===== config.mk =====
export PLATFORM = sky130hd
export DESIGN_NAME = vga_timing_gen
export DESIGN_NICKNAME = d
export VERILOG_FILES = /design/src/rtl/vga_timing_pkg.sv /design/src/rtl/vga_pipe_delay.sv /design/src/rtl/vga_timing_gen.sv
export SDC_FILE = /design/constraint.sdc
export NUM_CORES = 1
export LEC_CHECK = 0
export CAP_MARGIN = 20
export CORE_MARGIN = 2
export CORE_UTILIZATION = 31
export DETAILED_ROUTE_END_ITERATION = 10
export HOLD_SLACK_MARGIN = 0.05
export PLACE_DENSITY = 0.63
export SYNTH_ARGS = -nofsm -noshare
export SYNTH_HDL_FRONTEND = slang
export SYNTH_SLANG_ARGS = --single-unit

===== constraint.sdc =====
create_clock -name vga_clk -period 4.4 [get_ports vga_clk]
set_input_delay 0.88 -clock vga_clk [delete_from_list [all_inputs] [get_ports vga_clk]]
set_output_delay 0.88 -clock vga_clk [all_outputs]
set_load 0.02 [all_outputs]

===== src/rtl/vga_timing_pkg.sv =====
// Shared 640x480@60 raster constants, coordinate type and generator FSM states.
// Constants only: no logic, no latency, no backpressure.
package vga_timing_pkg;

  localparam int H_VISIBLE = 640;
  localparam int H_FRONT   = 16;
  localparam int H_SYNC    = 96;
  localparam int H_BACK    = 48;
  localparam int V_VISIBLE = 480;
  localparam int V_FRONT   = 10;
  localparam int V_SYNC    = 2;
  localparam int V_BACK    = 33;

  localparam int H_TOTAL = H_VISIBLE + H_FRONT + H_SYNC + H_BACK;
  localparam int V_TOTAL = V_VISIBLE + V_FRONT + V_SYNC + V_BACK;

  // Sync windows are half-open: [START, END)
  localparam int HS_START = H_VISIBLE + H_FRONT;
  localparam int HS_END   = HS_START + H_SYNC;
  localparam int VS_START = V_VISIBLE + V_FRONT;
  localparam int VS_END   = VS_START + V_SYNC;

  typedef logic [9:0] coord_t;

  typedef enum logic {ARM, RUN} tg_state_t;

endpackage


===== src/rtl/vga_pipe_delay.sv =====
// Fixed-depth shift register with async active-low reset to a programmable value.
// Latency DEPTH clocks (DEPTH=0 is a wire); no backpressure, shifts every clock.
module vga_pipe_delay #(
  parameter int               WIDTH   = 1,
  parameter int               DEPTH   = 1,
  parameter logic [WIDTH-1:0] RST_VAL = '0
) (
  input  logic             clk,
  input  logic             rst_n,
  input  logic [WIDTH-1:0] d,
  output logic [WIDTH-1:0] q
);

  generate
    if (DEPTH == 0) begin : g_wire
      logic unused_clk;
      assign unused_clk = clk ^ rst_n;
      assign q = d;
    end else begin : g_sr
      logic [WIDTH-1:0] sr [DEPTH];

      always_ff @(posedge clk or negedge rst_n) begin
        if (!rst_n) begin
          for (int i = 0; i < DEPTH; i++) sr[i] <= RST_VAL;
        end else begin
          sr[0] <= d;
          for (int i = 1; i < DEPTH; i++) sr[i] <= sr[i-1];
        end
      end

      assign q = sr[DEPTH-1];
    end
  endgenerate

endmodule


===== src/rtl/vga_timing_gen.sv =====
// Free-running raster timing: DrawX/DrawY, blank, hs/vs, line/frame pulses, plus delayed syncs.
// Outputs registered, zero skew to counters; *_d lag PIPE_DELAY clocks; no stall input.
module vga_timing_gen #(
  parameter int H_VISIBLE  = vga_timing_pkg::H_VISIBLE,
  parameter int H_FRONT    = vga_timing_pkg::H_FRONT,
  parameter int H_SYNC     = vga_timing_pkg::H_SYNC,
  parameter int H_BACK     = vga_timing_pkg::H_BACK,
  parameter int V_VISIBLE  = vga_timing_pkg::V_VISIBLE,
  parameter int V_FRONT    = vga_timing_pkg::V_FRONT,
  parameter int V_SYNC     = vga_timing_pkg::V_SYNC,
  parameter int V_BACK     = vga_timing_pkg::V_BACK,
  parameter int PIPE_DELAY = 2
) (
  input  logic       vga_clk,
  input  logic       reset_n,
  output logic [9:0] DrawX,
  output logic [9:0] DrawY,
  output logic       blank,
  output logic       hs,
  output logic       vs,
  output logic       line_start,
  output logic       frame_start,
  output logic       blank_d,
  output logic       hs_d,
  output logic       vs_d
);
  import vga_timing_pkg::*;

  localparam int H_TOT = H_VISIBLE + H_FRONT + H_SYNC + H_BACK;
  localparam int V_TOT = V_VISIBLE + V_FRONT + V_SYNC + V_BACK;

  generate
    if (H_TOT >= 1024 || V_TOT >= 1024) begin : g_bad_totals
      $error("vga_timing_gen: line/frame totals must fit in 10-bit counters");
    end
    if (PIPE_DELAY < 0 || PIPE_DELAY > 7) begin : g_bad_delay
      $error("vga_timing_gen: PIPE_DELAY must be 0..7");
    end
  endgenerate

  localparam coord_t H_LAST = coord_t'(H_TOT - 1);
  localparam coord_t V_LAST = coord_t'(V_TOT - 1);
  localparam coord_t H_VIS  = coord_t'(H_VISIBLE);
  localparam coord_t V_VIS  = coord_t'(V_VISIBLE);
  localparam coord_t HS_LO  = coord_t'(H_VISIBLE + H_FRONT);
  localparam coord_t HS_HI  = coord_t'(H_VISIBLE + H_FRONT + H_SYNC);
  localparam coord_t VS_LO  = coord_t'(V_VISIBLE + V_FRONT);
  localparam coord_t VS_HI  = coord_t'(V_VISIBLE + V_FRONT + V_SYNC);

  tg_state_t state;
  coord_t    nx, ny;

  // In ARM the counters hold at (0,0) so the first edge after reset presents pixel (0,0).
  always_comb begin
    nx = DrawX;
    ny = DrawY;
    if (state == RUN) begin
      if (DrawX == H_LAST) begin
        nx = '0;
        ny = (DrawY == V_LAST) ? '0 : DrawY + coord_t'(1);
      end else begin
        nx = DrawX + coord_t'(1);
      end
    end
  end

  always_ff @(posedge vga_clk or negedge reset_n) begin
    if (!reset_n) begin
      state       <= ARM;
      DrawX       <= '0;
      DrawY       <= '0;
      blank       <= 1'b0;
      hs          <= 1'b1;
      vs          <= 1'b1;
      line_start  <= 1'b0;
      frame_start <= 1'b0;
    end else begin
      case (state)
        ARM:     state <= RUN;
        default: state <= RUN;
      endcase
      DrawX       <= nx;
      DrawY       <= ny;
      blank       <= (nx < H_VIS) && (ny < V_VIS);
      hs          <= !((nx >= HS_LO) && (nx < HS_HI));
      vs          <= !((ny >= VS_LO) && (ny < VS_HI));
      line_start  <= (nx == '0);
      frame_start <= (nx == '0) && (ny == '0);
    end
  end

  vga_pipe_delay #(
    .WIDTH   (3),
    .DEPTH   (PIPE_DELAY),
    .RST_VAL (3'b011)
  ) u_pipe (
    .clk   (vga_clk),
    .rst_n (reset_n),
    .d     ({blank, hs, vs}),
    .q     ({blank_d, hs_d, vs_d})
  );

endmodule

* Word-level counts from Yosys, hierarchy flattened *
Cells that the tools add are included.

cells by class
  bitwise logic cells = 0
  multipliers = 0
  equal/unequal tests = 2
  muxes and demuxes = 5
  shift-type cells = 0
  $add $sub $neg = 2
  $lt $le $gt $ge = 6
  reduce and logical (&&, ||, !) cells = 8
  div/mod/pow operators = 0

operator list
  cell                   number
  $mux 10                5
  $add 10x1->10 const B  2
  $eq 10x10->1 const B   2
  $logic_not 10->1       2
  $lt 10x10->1 const B   2
  $lt 10x9->1 const B    2
  $ge 10x10->1 const B   1
  $ge 10x9->1 const B    1
  $logic_and 1x1->1      4
  $logic_not 1->1        2

storage, ports and cells
  RAM bits = 0
  word-level logic and storage cells = 33
  ROM bits = 0
  bits in latches = 0
  memories kept = 0
  input bits = 2
  bits in registers = 32

* Depth between registers and ports, before layout *
  depth after elaboration = 7
  depth in mapped cells = 8
  gate-level depth less buffers = 8

* Modules after synthesis *
A second synthesis with hierarchy kept.

second synthesis, totals
  cell total of the unflattened synthesis = 156
  area total of the unflattened synthesis = 1656.6 um^2

modules (own cells, without submodules)
  module          instances  cells each  area an instance (um^2)
  vga_timing_gen  1          147         1478.9
  vga_pipe_delay  1          9           177.7

* Worst setup path before layout *
Ideal clock, no wire load.

  kind = reg-to-reg
  start = register DrawY[0]
  end = register vs
  setup time = 94 ps
  data required time = 4306 ps
  clock period less this slack = 2774 ps
  stages on the path, launching flop included = 9
  buffers on the path = 0
  data arrival time = 2679 ps
  setup slack = 1626 ps
  cell sequence = dfrtp_1 > inv_1 > ha_1 > or4b_2 > nor4_2 > o21ai_0 > a22oi_1 > o31ai_1 > or4b_1

between the ends
  longest elaborated chain between the ends = 7
  elaborated cells on any way between the ends = 9
  classes of those cells = 1 x add/sub; 2 x order compare; 1 x eq/ne; 3 x mux; 2 x reduce/logical

RTL lines
  element                                        line                  RTL
  start, declared                                vga_timing_gen.sv:17  output logic [9:0] DrawY,
  start signal, assigned                         vga_timing_gen.sv:83  DrawY <= ny;
  $add 10x1->10 or $eq 10x10->1 (tied branches)  vga_timing_gen.sv:60  ny = (DrawY == V_LAST) ? '0 : DrawY + coord_t'(1);
  $mux 10                                        vga_timing_gen.sv:60
  $mux 10                                        vga_timing_gen.sv:58  if (DrawX == H_LAST) begin
  $mux 10 (*)                                    vga_timing_gen.sv:57  if (state == RUN) begin
  $ge 10x9->1 or $lt 10x9->1 (tied branches)     vga_timing_gen.sv:86  vs <= !((ny >= VS_LO) && (ny < VS_HI));
  $logic_and 1x1->1 (*)                          vga_timing_gen.sv:86
  $logic_not 1->1 (*)                            vga_timing_gen.sv:86
  end signal, assigned                           vga_timing_gen.sv:86
  end, declared                                  vga_timing_gen.sv:20  output logic vs,

Mark *: on every way between the ends. The rest lies on a longest branch, timed or not.

* Worst setup path in the final report *
Same ends and word-level chain as after synthesis.

==> flow_summary.yaml <==
run_status:
  status: "finished clean"
setup_path:
  cp_slowest_stage_delay_ns: 0.62
  worstPathCellList: "inv_1 > ha_1 > or4b_2 > nor4_2 > o21ai_0 > a22oi_1 > o31ai_1 > or4b_1"
  crit_type: "register to register"
  cp_slowest_cell: "or4b_2"
  arrival_ns: 3.19
  end_kind: "register"
  worstPathMaxFanout: 9
  critPathRequiredTime_ns: 4.60
  cp_top_family: "simple AND/OR/NAND/NOR gates"
  worstPathBufferInverterCount: 1
  crit_path_start_kind: "register"
yosys:
  synth_cell_types: 46
  synth-seq-cells: 32
  async_flop_share: 1.000
  yosys.area.top_type: "dfrtp_1"
  synth_seq_area_share: 0.5008
  ys.flop_type: "dfrtp_1"
  synth_common_cells: "dfrtp_1 (26), inv_1 (15), o21ai_0 (12)"
  synth_edf_count: 0
  yosysMostFrequentCell: "dfrtp_1"
  ys_warn_count: 0
  netlist_top_cells_area: "dfrtp_1 (40%), dfstp_2 (9.8%), o21ai_0 (3.7%)"
  avgSynthCellArea_sq_um: 10.03
  synth_nets: 166
  synthDominantCellAreaShare: 0.4031
  synth.cell_area_sq_um: 1614
  synth_cells: 161
cells_and_area:
  fillCellCount: 521
  seq_area_sq_um: 808.3
  drive_gt1_frac: 0.1282
  finalNetCount: 199
  antenna_cells: 0
  multi_input_area_sq_um: 721.9
  area_growth_pct: 28.37
  layout.cells.non_filler: 265
route:
  wl_um: 3506
  vias_per_cell: 4.872
  via_count: 1291
  ant_nets: 0
  drc: 0
  drt_iter0_drc: 74
  first_pass_iters: 4
  wire_per_inst_um: 13.23
die:
  dieArea_sq_um: 5800
  initial_utilization: 0.3180
  io-pin-count: 30
  row_count: 26
  die_x_um: 76.16
  core_region_area_sq_um: 5075
  die_y_um: 76.16
cts:
  numCtsBuffers: 5
  cts_buffer_depth: 2
  clock-sinks: 32
  clk_pin_slew_worst_paths_ns: 0.07
  cts_tree: "built"
  post_cts_buffers: 0
  hold_buffers: 0
  clk_latency_ns: 0.28
  htreeDepth: 2
  cts_root_buf: "clkbuf_8"
  cts_resized: 0
power:
  switching_share: 0.3267
  power.density_nw_per_um2: 380.1
  ir_drop_uv: 285.2
  leakage_nw: 0.8845
  power_frac_comb: 0.237
  p_seq_frac: 0.465
  clkPwrFrac: 0.298
  internal_power_mw: 0.5303
  p_sw_mw: 0.2573
global_routing:
  track_usage: 0.1282
  grt_max_degree: 33
  grt_pass1_vias: 1180
  overflow: 0
  grt_pass1_wl_um: 5927
  antenna_found_initial: 0
place:
  place_inst: 257
  post-dp-hpwl_um: 2510
  port_buffers: 29
  gp_congestion: 0.8668
timing:
  fin_crit_sh: 0.6790
  report.final.slew_viol_count: 0
  rsz0062_at_grt: "no"
  fmax_mhz: 334.7
  fin_skew_ns: 0.004516
  finalCriticalPeriod_ns: 2.988
  setup_viol: 0
  finalHoldViolCount: 0
  worst_pin_slew_ns: 0.5859
  timing.setup.tns_ns: 0
  relSlewSlack: 0.6061
worst_hold_path:
  min-delay-path-class: "register to register"
run:
  maxCapViolCount: 0
[cell usage in the layout, fill, tap and decap left out, types with 2 or more instances in the layout]
cell type and n:
nor2_1 8, o21a_1 2, o21ai_0 12, xor2_1 6, clkinv_2 2, dfrtp_1 26, a31oi_1 2, inv_1 15
o31ai_1 5, or4b_2 2, ha_1 3, xnor2_1 3, and4_1 2, nand2_1 8, and3_1 4, nand4_1 7
o211ai_1 2, or4_1 2, dfstp_2 6, a21oi_1 2, clkbuf_8 6, nor4_1 2, nand3_1 9, or3_1 2
nor3_1 6, buf_4 2, clkdlybuf4s50_1 29
[worst reg2reg max path, cell delays in order (launching register included)]
cell     delay [ns]
dfrtp_1        0.46
inv_1          0.13
ha_1           0.14
or4b_2         0.62
nor4_2         0.46
o21ai_0        0.19
a22oi_1        0.29
o31ai_1        0.13
or4b_1         0.48
[per-stage QoR]
| step | total power [mW] | util | worst slack, ns | hold slack, ns | area (sq um) |
|---|---|---|---|---|---|
| after detailed placement | 0.5574 | 0.3900 | 1.479 | 0.3420 | 1979 |
| final | 0.7876 | 0.4083 | 1.412 | 0.3518 | 2072 |
| after global routing | 0.8270 | 0.4083 | 1.205 | 0.3589 | 2072 |
| after floorplan | 0.4716 | - | 1.626 | 0.3312 | 1614 |
| after global placement | 0.5575 | 0.3900 | 1.560 | 0.3342 | 1979 |
| after CTS | 0.8006 | 0.4083 | 1.462 | 0.3571 | 2072 |
[routing by layer]
layer / vias up / GRT usage / share of wire
met3: 6 / 0.04502 / 0.053
met5: - / 0 / 0
met2: 32 / 0.1848 / 0.45
met4: 0 / 0.06545 / 0.017
li1: 655 / - / -
met1: 598 / 0.1697 / 0.48
[flip-flops by register name, summed over array words and instances (netlist names)]
name and count:
line_start 1, vs 1, state 1, DrawX 10
frame_start 1, DrawY 10, hs 1, u_pipe.q 3
u_pipe.g_sr.sr 3, blank 1
[cell type report]
| cell class | count | share of cell area |
|---|---|---|
| Inverter | 15 | 0.02717 |
| Sequential cell | 32 | 0.3901 |
| Clock buffer | 6 | 0.03986 |
| Tap cell | 70 | 0.04227 |
| Timing Repair Buffer | 31 | 0.1473 |
| Multi-Input combinational cell | 109 | 0.3484 |
| Clock inverter | 2 | 0.004831 |
[path summary, 6_finish.rpt]
kind	startpoint	end	slack, ns	depth (start not counted)
setup / recovery	DrawY[0]	vs	1.41	8
hold / removal	u_pipe.g_sr.sr[5]	u_pipe.q[2]	0.35	0
setup reg to reg	DrawY[0]	vs	1.41	8
hold reg to reg	u_pipe.g_sr.sr[5]	u_pipe.q[2]	0.35	0
max in group asynchronous	reset_n	u_pipe.q[0]	3.08	2
min in group asynchronous	reset_n	line_start	0.99	2
[power by group through the flow]
stage | clock network, mW | registers, mW | logic, mW
after floorplan | 0 | 0.393 | 0.0791
after global placement | 0 | 0.371 | 0.186
after detailed placement | 0 | 0.371 | 0.187
after CTS | 0.246 | 0.366 | 0.188
after global routing | 0.256 | 0.371 | 0.200
final | 0.234 | 0.366 | 0.187
[kinds of logic (layout without fill, tap and decap cells)]
group / count (synthesis) / count (layout) / share of synthesized area
muxes: 2 / 2 / 0.01318
xor gates and xnor gates: 9 / 9 / 0.04884
and+or+nand+nor: 64 / 64 / 0.2434
buffers and inverters: 20 / 54 / 0.05193
AOI/OAI and AO/OA: 30 / 30 / 0.1163
adders and majority gates: 3 / 3 / 0.02326
other: 1 / 1 / 0.002323
DFF: 32 / 32 / 0.5008
No activity file was read; power rests on OpenSTA's default activity.
